`config.mk`:
```
export PLATFORM = sky130hd
export DESIGN_NAME = seven_segment_scheduler
export DESIGN_NICKNAME = d
export VERILOG_FILES = /design/src/rtl/seven_segment_pkg.sv /design/src/rtl/seven_segment_scheduler_rr_arbiter.sv /design/src/rtl/seven_segment_scheduler.sv
export SDC_FILE = /design/constraint.sdc
export NUM_CORES = 1
export LEC_CHECK = 0
export CORE_MARGIN = 4
export CORE_UTILIZATION = 39
export DETAILED_ROUTE_END_ITERATION = 8
export HOLD_SLACK_MARGIN = 0.1
export PLACE_DENSITY_LB_ADDON = 0.15
export SETUP_SLACK_MARGIN = 0.4
export SLEW_MARGIN = 15
export SYNTH_ARGS = -nofsm -noshare
export SYNTH_HDL_FRONTEND = slang
export SYNTH_SLANG_ARGS = --single-unit
```
`constraint.sdc`:
```
create_clock -name clk_i -period 7.9 [get_ports clk_i]
set_clock_uncertainty 0.15 [all_clocks]
set_input_delay 0.79 -clock clk_i [delete_from_list [all_inputs] [get_ports clk_i]]
set_output_delay 0.79 -clock clk_i [all_outputs]
set_load 0.01 [all_outputs]
```
`src/rtl/seven_segment_pkg.sv`:
```
// Shared definitions for the seven-segment display path: the value width
// used by the display controller and the scheduler state encoding.
package seven_segment_pkg;

    localparam int VALUE_W = 32;

    typedef enum logic {
        OPEN  = 1'b0,
        DWELL = 1'b1
    } sched_state_e;

endpackage

```
`src/rtl/seven_segment_scheduler_rr_arbiter.sv`:
```
// Combinational round-robin arbiter. Picks the first requester strictly
// after ptr, wrapping modulo N. The pointer register lives in the caller.
module rr_arbiter #(
    parameter int N = 4
) (
    input  logic [N-1:0]         req,
    input  logic [$clog2(N)-1:0] ptr,
    input  logic                 en,
    output logic [N-1:0]         gnt,
    output logic [$clog2(N)-1:0] gnt_idx
);

    localparam int IDX_W = $clog2(N);

    logic             found;
    logic [IDX_W-1:0] idx;

    // Scan from ptr+1 around to ptr itself; the first asserted request wins.
    always_comb begin
        gnt     = '0;
        gnt_idx = '0;
        found   = 1'b0;
        idx     = '0;
        for (int i = 1; i <= N; i++) begin
            idx = IDX_W'((int'(ptr) + i) % N);
            if (en && !found && req[idx]) begin
                found      = 1'b1;
                gnt[idx]   = 1'b1;
                gnt_idx    = idx;
            end
        end
    end

endmodule

```
`src/rtl/seven_segment_scheduler.sv`:
```
// Time-shares the display value between NUM_SRC requesters. Grants are
// round-robin, and each granted value is held for at least DWELL_CYCLES
// cycles before another grant is possible. freeze_i stalls the countdown
// and blocks grants.
module seven_segment_scheduler
    import seven_segment_pkg::*;
#(
    parameter int          NUM_SRC      = 4,
    parameter int          DWELL_CYCLES = 50_000_000,
    parameter logic [31:0] RESET_VALUE  = 32'h0000_0000
) (
    input  logic                       clk_i,
    input  logic                       rst_ni,
    input  logic [NUM_SRC-1:0]         src_valid_i,
    input  logic [NUM_SRC*32-1:0]      src_value_i,
    output logic [NUM_SRC-1:0]         src_ready_o,
    input  logic                       freeze_i,
    output logic [31:0]                value_o,
    output logic [$clog2(NUM_SRC)-1:0] active_src_o,
    output logic                       active_valid_o
);

    localparam int IDX_W = $clog2(NUM_SRC);
    localparam int CNT_W = $clog2(DWELL_CYCLES);

    sched_state_e       state;
    logic [CNT_W-1:0]   cnt;
    logic [IDX_W-1:0]   ptr;
    logic [IDX_W-1:0]   gnt_idx;
    logic               grant_allowed;
    logic               transfer;
    logic [VALUE_W-1:0] sel_value;

    // cnt is zero whenever the dwell has expired, so DWELL with cnt==0
    // behaves like OPEN for granting purposes.
    assign grant_allowed = !freeze_i && ((state == OPEN) || (cnt == '0));

    rr_arbiter #(
        .N (NUM_SRC)
    ) u_arb (
        .req     (src_valid_i),
        .ptr     (ptr),
        .en      (grant_allowed),
        .gnt     (src_ready_o),
        .gnt_idx (gnt_idx)
    );

    assign transfer = |(src_valid_i & src_ready_o);

    // Value mux driven by the arbiter's binary grant index.
    always_comb begin
        sel_value = '0;
        for (int k = 0; k < NUM_SRC; k++) begin
            if (gnt_idx == IDX_W'(k)) begin
                sel_value = src_value_i[k*VALUE_W +: VALUE_W];
            end
        end
    end

    // State, dwell countdown, round-robin pointer and registered outputs.
    always_ff @(posedge clk_i or negedge rst_ni) begin
        if (!rst_ni) begin
            state          <= OPEN;
            cnt            <= '0;
            ptr            <= IDX_W'(NUM_SRC - 1);
            value_o        <= RESET_VALUE;
            active_src_o   <= '0;
            active_valid_o <= 1'b0;
        end else if (transfer) begin
            value_o        <= sel_value;
            active_src_o   <= gnt_idx;
            ptr            <= gnt_idx;
            active_valid_o <= 1'b1;
            cnt            <= CNT_W'(DWELL_CYCLES - 1);
            state          <= DWELL;
        end else if ((state == DWELL) && !freeze_i) begin
            if (cnt != '0) begin
                cnt <= cnt - 1'b1;
            end else begin
                // Dwell over and nobody asking: go idle, keep showing the value.
                state <= OPEN;
            end
        end
    end

endmodule

```
## After elaboration in Yosys (flattened, before gate mapping)

Index checks and enable logic that the tools add are counted.

| cells by class | value |
|---|---|
| add/subtract/negate cells | 5 |
| magnitude comparators | 8 |
| bitwise operators | 5 |
| muxes and demuxes | 37 |
| eq/ne operators | 4 |
| reduce and logical (&&, ||, !) cells | 26 |

Operators with widths:

| cell | number |
|---|---|
| $mux W32 | 4 |
| $mux W26 | 3 |
| $logic_not A26 Y1 | 1 |
| $reduce_bool A26 Y1 | 1 |
| $sub A26 B1 Y26 const B | 1 |
| $mux W4 | 4 |
| $mux W1 | 14 |
| $logic_and A1 B1 Y1 | 13 |
| $lt A2 B3 Y1 const B | 4 |
| $or A4 B4 Y4 | 3 |
| $bmux W1 S2 | 4 |
| $demux W1 S2 | 4 |
| $ge A2 B1 Y1 const B | 4 |
| $mux W2 | 4 |
| $add A2 B1 Y2 const B | 2 |
| $add A2 B2 Y2 const B | 2 |
| $and A4 B4 Y4 | 1 |
| $eq A2 B2 Y1 const B | 2 |
| $logic_not A1 Y1 | 4 |
| $reduce_and A2 Y1 | 2 |
| $reduce_bool A2 Y1 | 2 |
| $reduce_or A4 Y1 | 1 |
| $eq A2 B1 Y1 const B | 1 |
| $logic_not A2 Y1 | 1 |
| other kinds (3) | 3 |

| word-level totals | value |
|---|---|
| bits of input ports | 135 |
| register bits | 64 |
| logic and storage cells | 91 |
| output and inout bits | 39 |

## Depth between registers and ports, before layout

Gate-level depths: netlist of the first run.

| depth | value |
|---|---|
| word-level depth | 22 |
| gate-level depth with buffers | 13 |
| gate-level depth less buffers | 9 |

## Cells and area by module

A second synthesis of the first run with hierarchy kept.

| second synthesis, totals | value |
|---|---|
| cells, all modules | 438 |
| area, all modules | 4312.9 µm² |

By module, submodules not included:

| module | cells an instance | sequential area each (µm²) | times used | area each (µm²) |
|---|---|---|---|---|
| seven_segment_scheduler | 355 | 1604.0 | 1 | 3709.8 |
| rr_arbiter | 83 | 0.0 | 1 | 603.1 |

## Least setup slack after synthesis of the first run

No wires, ideal clock.

| timing | value |
|---|---|
| path kind | register -> register |
| from | register ptr[0] |
| to | register active_src_o[1] |
| cell stages (with the launch flop) | 14 |
| setup time | 0.125 ns |
| path buffers | 4 |
| required time | 7.625 ns |
| arrival time | 3.283 ns |
| setup slack | 4.341 ns |
| clock period less this slack | 3.559 ns |
| path through | dfstp_2 -> buf_6 -> buf_2 -> inv_1 -> ha_1 -> mux4_2 -> nor2_1 -> nand3_1 -> a211oi_1 -> a32o_1 -> a221o_1 -> buf_6 -> buf_12 -> mux2_4 |

| on the way | value |
|---|---|
| word-level cells in the longest chain between the ends | 19 |
| elaborated cells on any way between the ends | 58 |
| those cells by class | 4 x add/sub; 8 x order compare; 27 x mux; 4 x bitwise; 15 x reduce/logical |

Ends and longest elaborated chain:

| item | RTL line | text |
|---|---|---|
| start, declared | seven_segment_scheduler.sv:28 | `logic [IDX_W-1:0] ptr;` |
| start signal, assigned | seven_segment_scheduler.sv:65 | `ptr <= IDX_W'(NUM_SRC - 1);` |
| start signal, assigned | seven_segment_scheduler.sv:72 | `ptr <= gnt_idx;` |
| branches (longest 16 deep; another with $lt A2 B3 Y1) | -- |  |
| $mux W4 (*) | seven_segment_scheduler_rr_arbiter.sv:26 | `if (en && !found && req[idx]) begin` |
| via src_ready_o[0] | seven_segment_scheduler.sv:16 | `output logic [NUM_SRC-1:0] src_ready_o,` |
| $and A4 B4 Y4 (*) | seven_segment_scheduler.sv:48 | `assign transfer = \|(src_valid_i & src_ready_o);` |
| $reduce_or A4 Y1 (*) | seven_segment_scheduler.sv:48 |  |
| end signal, assigned | seven_segment_scheduler.sv:71 | `active_src_o <= gnt_idx;` |
| end, declared | seven_segment_scheduler.sv:19 | `output logic [$clog2(NUM_SRC)-1:0] active_src_o,` |

Mark *: on every way through the listed nets, which the timed path passes. The select of a mux whose other input is x is not followed.
A chain may end at the register's enable or synchronous reset.

## Worst setup path after layout of the first run

| timing | value |
|---|---|
| from | register cnt[3] |
| to | output src_ready_o[1] |

| on the way | value |
|---|---|
| word-level cells in the longest chain between the ends | 17 |
| elaborated cells on any way between the ends | 23 |
| those cells by class | 7 x mux; 3 x bitwise; 13 x reduce/logical |

Ends and longest elaborated chain:

| item | RTL line | text |
|---|---|---|
| start, declared | seven_segment_scheduler.sv:27 | `logic [CNT_W-1:0] cnt;` |
| start signal, assigned | seven_segment_scheduler.sv:74 | `cnt <= CNT_W'(DWELL_CYCLES - 1);` |
| start signal, assigned | seven_segment_scheduler.sv:78 | `cnt <= cnt - 1'b1;` |
| $logic_not A26 Y1 (*) | seven_segment_scheduler.sv:36 | `assign grant_allowed = !freeze_i && ((state == OPEN) \|\| (cnt == '0));` |
| $logic_or A1 B1 Y1 (*) | seven_segment_scheduler.sv:36 |  |
| $logic_and A1 B1 Y1 (*) | seven_segment_scheduler.sv:36 |  |
| $logic_and A1 B1 Y1 | seven_segment_scheduler_rr_arbiter.sv:26 |  |
| $mux W1 | seven_segment_scheduler_rr_arbiter.sv:26 |  |
| $logic_not A1 Y1 | seven_segment_scheduler_rr_arbiter.sv:26 |  |
| $logic_and A1 B1 Y1 (2 in a row) | seven_segment_scheduler_rr_arbiter.sv:26 |  |
| $mux W1 | seven_segment_scheduler_rr_arbiter.sv:26 |  |
| $logic_not A1 Y1 | seven_segment_scheduler_rr_arbiter.sv:26 |  |
| $logic_and A1 B1 Y1 (2 in a row) | seven_segment_scheduler_rr_arbiter.sv:26 |  |
| $mux W1 | seven_segment_scheduler_rr_arbiter.sv:26 |  |
| $logic_not A1 Y1 | seven_segment_scheduler_rr_arbiter.sv:26 |  |
| $logic_and A1 B1 Y1 (2 in a row) | seven_segment_scheduler_rr_arbiter.sv:26 |  |
| $mux W4 (*) | seven_segment_scheduler_rr_arbiter.sv:26 |  |
| end, declared | seven_segment_scheduler.sv:16 |  |

Mark *: on every way between the ends. The rest lies on a longest branch, timed or not.

==> summary.md, run 1 <==
| Metric | Value |
|---|---|
| Status | `completed` |
| Least-Margin Pin Slew | `0.814 ns` |
| Static leakage | `2.46 nW` |
| Synth area leader | `dfrtp_1` |
| Dpl cell area | `6240 sq um` |
| Clock share of power | `0.204` |
| Crit path arrival time | `3.43 ns` |
| Hpwl dp | `9.95 mm` |
| Core area | `11100 sq um` |
| Data required, critical path | `6.96 ns` |
| RSZ-0062 raised after global routing | `no` |
| Endpoint of the worst register-to-register path | `value_o[0]$_DFFE_PN0P_` |
| Post-CTS Hold Buffers | `0` |
| YS warnings | `0` |
| Die H | `115 microns` |
| EDFF count, synth | `0` |
| Yosys cell types | `59` |
| CTS Buf Count | `9` |
| Peak Freq | `0.229 GHz` |
| Total number of vias | `4412` |
| Resized cells post-CTS | `0` |
| Antenna cells | `0` |
| Top cell type's share of synthesized area | `0.345` |
| Vias in the first global route | `4663` |
| Internal Pwr Total | `1.21 mW` |
| R2r setup slk | `3.81 ns` |
| Mapped Cells | `468` |
| Initial drt markers | `308` |
| Max cap viols | `0` |
| Setup_tns | `0 ns` |
| Input/output buffers | `173` |
| Flop pwr share | `0.304` |
| Worst Hold End | `active_valid_o$_DFFE_PN0P_` |
| Worst vdd ir | `0.132 mV` |
| Area Growth Syn to Fin | `45.2%` |
| Rows | `38` |
| WL/cell | `19.0 microns` |
| First-pass GRT wire length | `23.1 mm` |
| Seq/Total Area, Yosys | `0.356` |
| P_sw | `730 uW` |
| RD Place Congestion | `0.856` |
| Pin count of the biggest net entering global routing | `68` |
| Total Wirelength | `14.4 mm` |
| Final Hold Fails | `0` |
| Hold Startpoint | `active_valid_o$_DFFE_PN0P_` |
| Logic pwr share | `0.492` |
| Post-synthesis async set-or-reset flop share | `1.00` |
| Max Root-Sink Buffers | `2` |
| Hold Crit Depth | `1` |
| H-tree depth | `3` |
| Hold slack | `0.322 ns` |
| Dpl ws | `3.56 ns` |
| R2R depth | `10` |
| Crit path time final | `4.37 ns` |
| Crit-path slowest cell | `nor4_1` |
| Die width | `115 microns` |
| #FFs+latches synth | `64` |
| Cell Area, Synth | `4500 sq um` |
| Initial DRT Pass Iterations | `5` |
| Initial antenna violation count | `0` |
| Antenna Violating Nets Remaining | `0` |
| DRC | `0` |
| Sw Ratio | `0.376` |
| Syn avg cell area | `9.62 sq um` |
| Clock sinks | `64` |
| Critical R2R Launch | `ptr[0]$_DFFE_PN1P_` |
| Max Transition Viols Final | `0` |
| CTS tree | `yes` |
| Filler cells | `953` |
| Nets | `759` |
| Syn Nets | `612` |
| Crit path largest cell delay | `0.58 ns` |
| Worst-Skew Late Latency | `0.32 ns` |
| Worst setup margin | `3.53 ns` |
| Crit-path cells | `nor4_1, and4b_1, a31oi_2, nor2_4, buf_4, and2_1, clkdlybuf4s50_1` |
| Main synth FF type | `dfrtp_1` |
| Worst Path Max Fanout | `66` |
| Reg clk slew, reported paths | `0.05 ns` |
| Overall routing resource usage | `0.217` |
| Io pins | `174` |
| Layout cell share with drive strength beyond 1 | `0.124` |
| Setup crit start kind | `flop` |
| Slew HR | `0.458` |
| WS Path Type | `reg2out` |
| Fin area | `6540 sq um` |
| Die area | `13300 sq um` |
| Fin crit share | `0.554` |
| Setup bufs post-CTS | `0` |
| GRT overflow | `0` |
| CP endpoint kind | `output port` |
| Setup Viol. Count Final | `0` |
| Vias per cell | `5.81` |
| Synth area leaders | `dfrtp_1, mux2_4, a31oi_1, o21ai_0, a22oi_1` |
| Pwr dens | `297 nW/um^2` |
| Worst Hold Class | `reg2reg` |
| Starting density of the core | `0.406` |
| Root buffer cell | `clkbuf_16` |
==> synth_stat cells (all sizes together) (4+ instances only) <==
library cell	n
a22oi	33
a31oi	66
and2	4
buf	17
clkbuf	27
dfrtp	62
ha	9
inv	7
mux2	35
mux4	4
nand2	26
nand3	6
nor2	19
nor2b	4
nor3	10
nor4	6
o211ai	4
o21ai	66
xnor2	14
xor2	7
==> critical path, delay by kind of cell (launching register included) <==
family / cells / cell delay, ns
AO/OA/AOI/OAI: 1 / 0.23
buffers and inverters: 2 / 1.10
flip-flops: 1 / 0.42
AND/OR/NAND/NOR: 4 / 1.35
==> how the worst max path moves through the flow <==
stage / from / end / slack, ns / cells after the start
3_3_place_gp: src_valid_i[2] / value_o[19]$_DFFE_PN0P_ / 3.67 / 8
4_1_cts: cnt[3]$_DFFE_PN0P_ / src_ready_o[1] / 3.51 / 7
2_1_floorplan: ptr[0]$_DFFE_PN1P_ / active_src_o[1]$_DFFE_PN0P_ / 4.34 / 13
5_1_grt: cnt[3]$_DFFE_PN0P_ / src_ready_o[1] / 3.28 / 7
6_report: cnt[3]$_DFFE_PN0P_ / src_ready_o[1] / 3.53 / 7
3_5_place_dp: src_valid_i[2] / value_o[19]$_DFFE_PN0P_ / 3.56 / 8
==> cells in the final DEF, fill, tap and decap left out, types with 4 or more instances in the layout <==
master and n:
a22oi_1 33, a31oi_1 65, buf_4 7, clkbuf_16 9, clkdlybuf4s50_1 172, dfrtp_1 62, ha_1 9, inv_1 7
mux2_2 5, mux2_4 30, mux4_2 4, nand2_1 26, nand3_1 6, nor2_1 17, nor3_1 9, nor4_1 5
o211ai_1 4, o21ai_0 65, xnor2_1 14, xor2_1 7
==> power by group through the flow <==
stage | Sequential, mW | Combinational (mW) | Clock [mW]
global route | 0.614 | 1.04 | 0.420
global placement | 0.587 | 0.938 | 0
finish | 0.590 | 0.955 | 0.397
floorplan | 0.604 | 0.552 | 0
detailed placement | 0.589 | 0.955 | 0
CTS | 0.592 | 0.957 | 0.404
==> layer usage <==
metal	track usage	share of wire	vias up
li1	-	-	2080
met1	0.275	0.40	2135
met2	0.353	0.49	176
met3	0.0658	0.081	21
met4	0.0782	0.020	0
met5	0	0	-
==> state kept, by name (all words and copies together), names as in the netlist <==
name	count
active_valid_o	1
active_src_o	2
cnt	26
value_o	32
ptr	2
state	1
==> area by class of cell <==
cell class / count / area [sq um] / area share
tap: 140 / 175 / 0.0268
timing repair buffer: 180 / 1780 / 0.272
clock buffer: 11 / 243 / 0.0371
inverter: 7 / 26.3 / 0.00402
multi-input combinational: 353 / 2650 / 0.406
sequential: 64 / 1600 / 0.245
clock inverter: 5 / 56.3 / 0.00861
==> stage by stage <==
step	total power, mW	util	instances
6_report	1.94	0.590	760
5_1_grt	2.07	0.590	760
4_1_cts	1.95	0.590	760
3_5_place_dp	1.54	0.563	744
3_3_place_gp	1.53	0.563	744
2_1_floorplan	1.16	-	468
==> cell families after synthesis <==
| logic type | count (synthesis) | share of synthesized area |
|---|---|---|
| compound gates | 188 | 0.266 |
| xor+xnor | 21 | 0.0409 |
| fa+ha+maj | 9 | 0.0250 |
| buf+inv | 51 | 0.0606 |
| flops | 64 | 0.356 |
| mux | 42 | 0.139 |
| simple gates | 93 | 0.111 |
(Power assumes the default switching activity.)
==> run 2: changes to the inputs <==
==> constraint.sdc (replaced) <==
create_clock -name clk_i -period 3.7 [get_ports clk_i]
set_clock_uncertainty 0.15 [all_clocks]
set_input_delay 0.37 -clock clk_i [delete_from_list [all_inputs] [get_ports clk_i]]
set_output_delay 0.37 -clock clk_i [all_outputs]
set_load 0.01 [all_outputs]
==> summary.md, run 2 (same netlist as run 1, synthesis figures left out) <==
| Metric | Value |
|---|---|
| Sw Ratio | `0.374 (was 0.376)` |
| Antenna Violating Nets Remaining | `0 (unchanged)` |
| Filler cells | `920 (was 953)` |
| Vias in the first global route | `4736 (was 4663)` |
| Endpoint of the worst register-to-register path | `value_o[25]$_DFFE_PN0P_ (was value_o[0]$_DFFE_PN0P_)` |
| Worst Hold Class | `reg2reg (unchanged)` |
| Rows | `38 (unchanged)` |
| Setup_tns | `0 ns (unchanged)` |
| Hold Crit Depth | `1 (unchanged)` |
| Worst vdd ir | `0.387 mV (was 0.132 mV)` |
| First-pass GRT wire length | `24.0 mm (was 23.1 mm)` |
| Internal Pwr Total | `2.75 mW (was 1.21 mW)` |
| Root buffer cell | `clkbuf_16 (unchanged)` |
| Bufs and invs on worst path | `2 (unchanged)` |
| R2R depth | `9 (was 10)` |
| Logic pwr share | `0.501 (was 0.492)` |
| Hold Startpoint | `active_valid_o$_DFFE_PN0P_ (unchanged)` |
| Reg clk slew, reported paths | `0.06 ns (was 0.05 ns)` |
| Critical R2R Launch | `ptr[0]$_DFFE_PN1P_ (unchanged)` |
| Input/output buffers | `173 (unchanged)` |
| Overall routing resource usage | `0.227 (was 0.217)` |
| Crit path arrival time | `3.39 ns (was 3.43 ns)` |
| Static leakage | `2.63 nW (was 2.46 nW)` |
| Clock sinks | `64 (unchanged)` |
| Flop pwr share | `0.284 (was 0.304)` |
| Max cap viols | `0 (unchanged)` |
| RSZ-0062 raised after global routing | `yes (was no)` |
| Dpl ws | `0.0952 ns (was 3.56 ns)` |
| Layout cell share with drive strength beyond 1 | `0.167 (was 0.124)` |
| Worst path top cell family by delay | `compound AO/OA/AOI/OAI gates (was simple AND/OR/NAND/NOR gates)` |
| Largest registers | `value_o: 32 flops, cnt: 26 flops (unchanged)` |
| Die area | `13300 sq um (unchanged)` |
| Pwr dens | `642 nW/um^2 (was 297 nW/um^2)` |
| Reg area | `1610 sq um (was 1600 sq um)` |
| CP endpoint kind | `flop (was output port)` |
| R2r setup slk | `0.37 ns (was 3.81 ns)` |
| Die width | `115 microns (unchanged)` |
| Hpwl dp | `10.6 mm (was 9.95 mm)` |
| Least-Margin Pin Slew | `0.956 ns (was 0.814 ns)` |
| Register bank with the most flops | `value_o (unchanged)` |
| Multi-input logic area | `2700 sq um (was 2650 sq um)` |
| WL/cell | `19.6 microns (was 19.0 microns)` |
| DRC | `0 (unchanged)` |
| Antenna cells | `0 (unchanged)` |
| P_sw | `1.65 mW (was 730 uW)` |
| H-tree depth | `3 (unchanged)` |
| Slew HR | `0.363 (was 0.458)` |
| Data required, critical path | `3.76 ns (was 6.96 ns)` |
| Crit path largest cell delay | `0.67 ns (was 0.58 ns)` |
| Starting density of the core | `0.406 (unchanged)` |
| Crit-path slowest cell | `dfstp_4 (was nor4_1)` |
| Vias per cell | `5.88 (was 5.81)` |
| Fin crit share | `0.900` |
| Total number of vias | `4597 (was 4412)` |
| Initial DRT Pass Iterations | `5 (unchanged)` |
| Status | `completed (unchanged)` |
| Worst setup margin | `0.370 ns (was 3.53 ns)` |
| Max Root-Sink Buffers | `2 (unchanged)` |
| Final Hold Fails | `0 (unchanged)` |
| Max FFs per register | `32 (unchanged)` |
| Most frequent cells in the layout | `clkdlybuf4s50_1, o21ai_0, a31oi_1 (unchanged)` |
| Peak Freq | `0.300 GHz` |
| Nets | `781 (was 759)` |
| Worst Hold End | `active_valid_o$_DFFE_PN0P_ (unchanged)` |
| Die H | `115 microns (unchanged)` |
| Io pins | `174 (unchanged)` |
| Area Growth Syn to Fin | `52.2% (was 45.2%)` |
| Total Wirelength | `15.3 mm (was 14.4 mm)` |
| Clock share of power | `0.215 (was 0.204)` |
| CTS tree | `yes (unchanged)` |
| CTS Buf Count | `9 (unchanged)` |
| Initial antenna violation count | `0 (unchanged)` |
| Commonest non-fill, non-tap cell in the layout | `clkdlybuf4s50_1 (unchanged)` |
| Initial drt markers | `238 (was 308)` |
| WS Path Type | `reg2reg (was reg2out)` |
| RD Place Congestion | `0.845 (was 0.856)` |
| Core area | `11100 sq um (unchanged)` |
| Worst Path Max Fanout | `27 (was 66)` |
| Hold slack | `0.310 ns (was 0.322 ns)` |
| Setup crit start kind | `flop (unchanged)` |
| Crit path time final | `3.33 ns` |
| GRT overflow | `0 (unchanged)` |
| Setup Viol. Count Final | `0 (unchanged)` |
| Pin count of the biggest net entering global routing | `66 (was 68)` |
| Crit-path cells | `buf_4, mux4_2, nor2b_1, a22oi_1, o211ai_1, a32o_2, a221o_2, buf_12, mux2_4 (was nor4_1, and4b_1, a31oi_2, nor2_4, buf_4, and2_1, clkdlybuf4s50_1)` |
| Worst-Skew Late Latency | `0.33 ns (was 0.32 ns)` |
| Max Transition Viols Final | `0 (unchanged)` |
[run 2: per-layer routing]
metal	wire (microns)	track usage	vias to the layer above
met1	6210	0.288	2229
li1	-	-	2134
met3	1110	0.0611	40
met2	7490	0.364	194
met5	0	0	-
met4	527	0.0978	0
[run 2: final cells by class]
class,instances,area share
clock buffer,9,0.0329
clock inverter,7,0.0150
inverter,7,0.00475
multi-input combinational,354,0.394
sequential,64,0.235
tap,140,0.0256
timing repair buffer,201,0.293
[run 2: power by group through the flow]
stage	sequential, mW	clock [mW]	combinational [mW]
3_3_place_gp	1.25	0	2.07
3_5_place_dp	1.25	0	2.11
5_1_grt	1.29	0.993	2.39
4_1_cts	1.25	0.957	2.20
2_1_floorplan	1.29	0	1.19
6_report	1.25	0.945	2.20
[run 2: worst max-delay path by stage]
stage	start	end	slack [ns]	cells past startpoint
after global placement	src_valid_i[1]	value_o[30]$_DFFE_PN0P_	0.18	10
after floorplan	ptr[0]$_DFFE_PN1P_	active_src_o[1]$_DFFE_PN0P_	0.40	12
after global routing	ptr[0]$_DFFE_PN1P_	value_o[30]$_DFFE_PN0P_	0.29	10
after CTS	ptr[0]$_DFFE_PN1P_	src_ready_o[3]	0.26	6
after detailed placement	src_valid_i[2]	value_o[30]$_DFFE_PN0P_	0.1	10
final	ptr[0]$_DFFE_PN1P_	value_o[25]$_DFFE_PN0P_	0.37	9
[run 2: metrics by stage]
stage | instance area [sq um] | utilization | power (mW) | instances
3_5_place_dp | 6360 | 0.574 | 3.37 | 752
2_1_floorplan | 4530 | - | 2.48 | 468
3_3_place_gp | 6360 | 0.574 | 3.32 | 752
5_1_grt | 6850 | 0.618 | 4.67 | 782
4_1_cts | 6830 | 0.617 | 4.40 | 780
6_report | 6850 | 0.618 | 4.40 | 782
[run 2: timing repair]
item / CTS / global route
pin swaps: 4 / 3
gates resized for setup: 14 / 7
setup endpoints to repair: 47 / 38
buffers inserted: 10 / 2
endpoints found under the hold margin: 38 / 0
cloned: 1 / 0
hold buffers: 1 / 0
==> variant 1, RTL diff (config.mk and constraints of run 2) <==
`DWELL_CYCLES`: 50_000_000 -> 100_000_000.
--- a/src/rtl/seven_segment_scheduler.sv
+++ b/src/rtl/seven_segment_scheduler.sv
@@ -8,3 +8,3 @@
     parameter int          NUM_SRC      = 4,
-    parameter int          DWELL_CYCLES = 50_000_000,
+    parameter int          DWELL_CYCLES = 100_000_000,
     parameter logic [31:0] RESET_VALUE  = 32'h0000_0000
Function: no difference found for any inputs over 4 cycles, from zero or initial values and one cycle with rst_ni low; that may be too few to reach the edited logic, so the function may still have changed.
==> variant 1 against run 2 <==
  * Synthesized area decreased by 0.53%
  * Core utilization increased by 1.1 points
  * Combinational power decreased by 2%
  * Worst setup slack improved by 0.032 ns
  * Global-route usage decreased by 3.5 points
  * Power decreased by 3.6%
  * Design area increased by 1.4%
  * Sequential cell count increased by 1
  * Cell count decreased by 5.9%
  * Worst hold slack improved by 0.0095 ns
  * Clock power decreased by 11%
  * Wire length decreased by 16%
  * Critical path type unchanged
  * Largest cell class unchanged
  * Highest routed layer unchanged
==> variant 1: results (changes against run 2) <==
Post-Synth XOR/XNOR Area: 3.717% (was 4.087%)
Worst Tran Pin Value: 0.8166 ns (was 0.9557 ns)
GPL Wtd Cong: 0.8382 (was 0.8454)
DRT Wirelength: 12920 um (was 15340 um)
M1 GR Usage: 22.54% (was 28.79%)
Top Registers: value_o: 32 flops, cnt: 27 flops (was value_o: 32 flops, cnt: 26 flops)
First-pass GRT wire length: 19920 um (was 23960 um)
Critical Path Max Stage Delay: 0.56 ns (was 0.67 ns)
WHS: 0.3196 ns (was 0.3102 ns)
Via/cell ratio: 5.260 (was 5.879)
Layout cells sized above 1: 18.46% (was 16.67%)
CP arrival: 3.35 ns (was 3.39 ns)
Synth area leaders: dfrtp_1 35%, mux2i_1 21%, mux2_4 11% (was dfrtp_1 34%, mux2_4 10%, a31oi_1 9.0%)
Pin count of the biggest net entering global routing: 39 (was 66)
Adder-cell share of the synthesized area: 2.515% (was 2.502%)
Seq/Total Area, Yosys: 36.39% (was 35.64%)
Met3 WL: 992 um (was 1107 um)
DP Worst Slack: 0.1900 ns (was 0.09519 ns)
Mux contribution to synthesized area: 34.71% (was 13.93%)
Dpl cells: 706 (was 752)
Syn_nets: 536 (was 612)
Maximum clock frequency: 303.3 MHz (was 300.3 MHz)
Pleak: 2.861 nW (was 2.631 nW)
Synth top cells by count: 96 x mux2i_1, 63 x dfrtp_1, 32 x mux2_4, 26 x nand2_1, 18 x nor2_1 (was 65 x a31oi_1, 65 x o21ai_0, 62 x dfrtp_1, 33 x a22oi_1, 30 x mux2_4)
Status: finished clean (unchanged)
Fillers: 882 (was 920)
Synth Area in Compound Gates: 6.260% (was 26.63%)
Detailed placement HPWL: 9751 um (was 10590 um)
## variant 1: cell types whose count changed after synthesis, sizes merged, moves of 8 or more
cell / change
a31oi: -66
o21ai: -55
clkbuf: -25
a22oi: -33
mux2i: +93
a21oi: +8
## variant 1: power breakdown
part	internal (mW)	total, mW	switching [mW]
sequential	1.01	1.24	0.226
clock	0.552	0.842	0.290
combinational	1.24	2.16	0.922
## variant 1: area by class of cell
| class | instances | area, um2 | area share [%] |
|---|---|---|---|
| Multi-Input combinational cell | 299 | 2756 | 39.69 |
| Timing Repair Buffer | 206 | 2042 | 29.41 |
| Sequential cell | 65 | 1629 | 23.46 |
| Clock buffer | 12 | 256.5 | 3.694 |
| Tap cell | 140 | 175.2 | 2.523 |
| Inverter | 11 | 45.04 | 0.6486 |
| Clock inverter | 3 | 40.04 | 0.5766 |
## variant 1: cells by family (layout without fill, tap and decap cells)
| logic type | after synthesis | in the layout |
|---|---|---|
| and+or+nand+nor | 98 | 98 |
| xor gates and xnor gates | 19 | 19 |
| muxes | 134 | 135 |
| AOI/OAI and AO/OA | 38 | 38 |
| adders and majority gates | 9 | 9 |
| buffers and inverters | 29 | 232 |
| DFF | 65 | 65 |
## variant 1: what timing repair did
item | 4_1_cts | 5_1_grt
pin swaps | 2 | 4
setup endpoints to repair | 38 | 36
hold buffers | 1 | 0
resized for setup | 8 | 8
cloned | 1 | 1
endpoints found under the hold margin | 35 | 0
setup buffers | 3 | 9
## variant 1: critical path, delay by kind of cell (launching register included)
| kind | cells | cell delay, ns |
|---|---|---|
| AO/OA/AOI/OAI | 3 | 0.73 |
| adder cells (fa/ha/maj) | 1 | 0.31 |
| multiplexers | 2 | 0.73 |
| AND/OR/NAND/NOR | 1 | 0.29 |
| buffers and inverters | 2 | 0.41 |
| flip-flops | 1 | 0.56 |
==> variant 2, RTL diff (config.mk and constraints of run 2) <==
Made on the original files. Reset style: synchronous (`rst_ni`), changed in one clocked block.
--- a/src/rtl/seven_segment_scheduler.sv
+++ b/src/rtl/seven_segment_scheduler.sv
@@ -60,3 +60,3 @@
     // State, dwell countdown, round-robin pointer and registered outputs.
-    always_ff @(posedge clk_i or negedge rst_ni) begin
+    always_ff @(posedge clk_i) begin
         if (!rst_ni) begin
Check against the original RTL: differs if rst_ni is asserted again (counterexample within 4 cycles, from zero or initial values and one cycle with rst_ni low); with rst_ni held inactive, the same outputs for 4 cycles.
==> variant 2 against run 2 <==
  * Largest power group unchanged
  * Die area rose by 1.2%
  * Count of clock-buffer cells in the layout rose by 3
  * Fmax rose by 3.0%
  * Critical path type is now flip-flop to primary output
  * Worst setup slack improved by 0.097 ns
  * Wire length fell by 5.3%
  * Synthesized area rose by 1.3%
  * Core utilization fell by 2.6 points
  * Design area fell by 1.2%
  * Sequential cell count did not move
  * Highest routed layer unchanged
  * First-iteration DRC count fell by 4.6%
  * Global-route usage fell by 1.4 points
  * Power rose by 14%
==> variant 2: results (changes against run 2) <==
Vias in the first global route: 4564 (was 4736)
Sequential share of cell area: 18.94% (was 23.47%)
Met3 Track Usage GR: 4.974% (was 6.110%)
CP max-delay cell: clkdlybuf4s50_1 (was dfstp_4)
Clock buf/inv share: 4.272% (was 4.786%)
Area occupied by multi-input gates: 3043 um2 (was 2696 um2)
Pleak: 2.570 nW (was 2.631 nW)
Global Route met2 Usage: 36.82% (was 36.42%)
Dominant synthesized flop cell: dfxtp_1 (was dfrtp_1)
Pin count of the biggest net entering global routing: 75 (was 66)
Seq/Total Area, Yosys: 28.10% (was 35.64%)
First-pass GRT wire length: 22910 um (was 23960 um)
Min-Delay Startpoint: value_o[0]$_SDFFE_PN0P_ (was active_valid_o$_DFFE_PN0P_)
DRT Wirelength: 14530 um (was 15340 um)
Synth top cells by count: 67 x nand3_1, 64 x dfxtp_1, 53 x nand2_1, 38 x mux2i_1, 38 x o21ai_0 (was 65 x a31oi_1, 65 x o21ai_0, 62 x dfrtp_1, 33 x a22oi_1, 30 x mux2_4)
Worst Tran Pin Value: 0.8040 ns (was 0.9557 ns)
R2R setup slack: 0.55 ns (was 0.37 ns)
Met3 WL: 821 um (was 1107 um)
Reg2reg end: value_o[14]$_SDFFE_PN0P_ (was value_o[25]$_DFFE_PN0P_)
M1 GR Usage: 26.15% (was 28.79%)
Synth area leaders: dfxtp_1 28%, mux2_2 8.9%, mux2i_1 8.3% (was dfrtp_1 34%, mux2_4 10%, a31oi_1 9.0%)
Top Family by Delay on Critical Path: buffers and inverters (was compound AO/OA/AOI/OAI gates)
Signal buf overhead: 28.78% (was 29.34%)
Met2 WL: 7422 um (was 7493 um)
Seq cells: 64 (unchanged)
Multi-input gates: 422 (was 354)
Worst Setup Path Type: flip-flop to primary output (was flip-flop to flip-flop)
All-Layer GR Usage: 21.25% (was 22.66%)
Synth unique cells: 51 (was 59)
Layout cells sized above 1: 12.94% (was 16.67%)
Via/cell ratio: 5.441 (was 5.879)
CP endpoint: src_ready_o[0] (was value_o[25]$_DFFE_PN0P_)
Status: finished clean (unchanged)
Syn_nets: 686 (was 612)
Critical Path Max Stage Delay: 0.53 ns (was 0.67 ns)
WHS Path Cells: 2 (was 1)
Switching Share: 40.79% (was 37.41%)
GPL Wtd Cong: 0.8709 (was 0.8454)
Final-stage net count: 844 (was 781)
CP arrival: 2.71 ns (was 3.39 ns)
Detailed placement HPWL: 10400 um (was 10590 um)
Detailed Routing Iterations Pass 1: 4 (was 5)
R2r startpoint: ptr[0]$_SDFFE_PN1P_ (was ptr[0]$_DFFE_PN1P_)
Reg2Reg Depth: 11 (was 9)
Hold Path End: value_o[0]$_SDFFE_PN0P_ (was active_valid_o$_DFFE_PN0P_)
Async SR Flop Fraction: 0% (was 100.0%)
Fillers: 1050 (was 920)
Critical path fanouts, max: 8 (was 27)
Clk_buf instances: 12 (was 9)
M1 WL: 6062 um (was 6209 um)
[variant 2: cell types whose count changed in the layout (fill, tap and decap cells not counted), sizes merged, moves of 26 or more]
cell / delta
a22oi: -33
a31oi: -62
dfrtp: -62
dfxtp: +64
mux2i: +35
nand2: +28
nand3: +61
o211ai: +28
o21ai: -26
[variant 2: kinds of logic after synthesis]
| kind of cell | after synthesis | synth area share (%) |
|---|---|---|
| adder cells (fa/ha/maj) | 10 | 2.744 |
| AND/OR/NAND/NOR | 194 | 22.28 |
| XOR/XNOR | 24 | 4.610 |
| flip-flops | 64 | 28.10 |
| buffers and inverters | 56 | 6.504 |
| AO/OA/AOI/OAI | 114 | 16.30 |
| multiplexers | 79 | 19.46 |
[variant 2: repair_timing]
| action | CTS | global route |
|---|---|---|
| gates cloned | 1 | 0 |
| resized for setup | 6 | 5 |
| buffers inserted | 1 | 6 |
| endpoints found under the setup margin | 4 | 4 |
| pin swaps | 0 | 1 |
[variant 2: power groups by stage]
stage,combinational [mW],clock [mW],sequential [mW]
CTS,2.99,0.848,1.14
global route,3.32,0.880,1.17
detailed placement,2.91,0,1.15
floorplan,1.88,0,1.20
global placement,2.88,0,1.13
finish,3.04,0.829,1.14
[variant 2: through the flow]
| stage | instance area (um2) | utilization, % | setup WS [ns] | hold slack [ns] | instances |
|---|---|---|---|---|---|
| after CTS | 6701 | 58.69 | 0.4183 | 0.3096 | 840 |
| after global placement | 6361 | 55.71 | 0.3546 | 0.2934 | 823 |
| after floorplan | 4561 | - | 0.4247 | 0.3179 | 541 |
| after global routing | 6765 | 59.25 | 0.3748 | 0.3290 | 846 |
| after detailed placement | 6361 | 55.71 | 0.2966 | 0.3002 | 823 |
| final | 6765 | 59.25 | 0.4679 | 0.3083 | 846 |
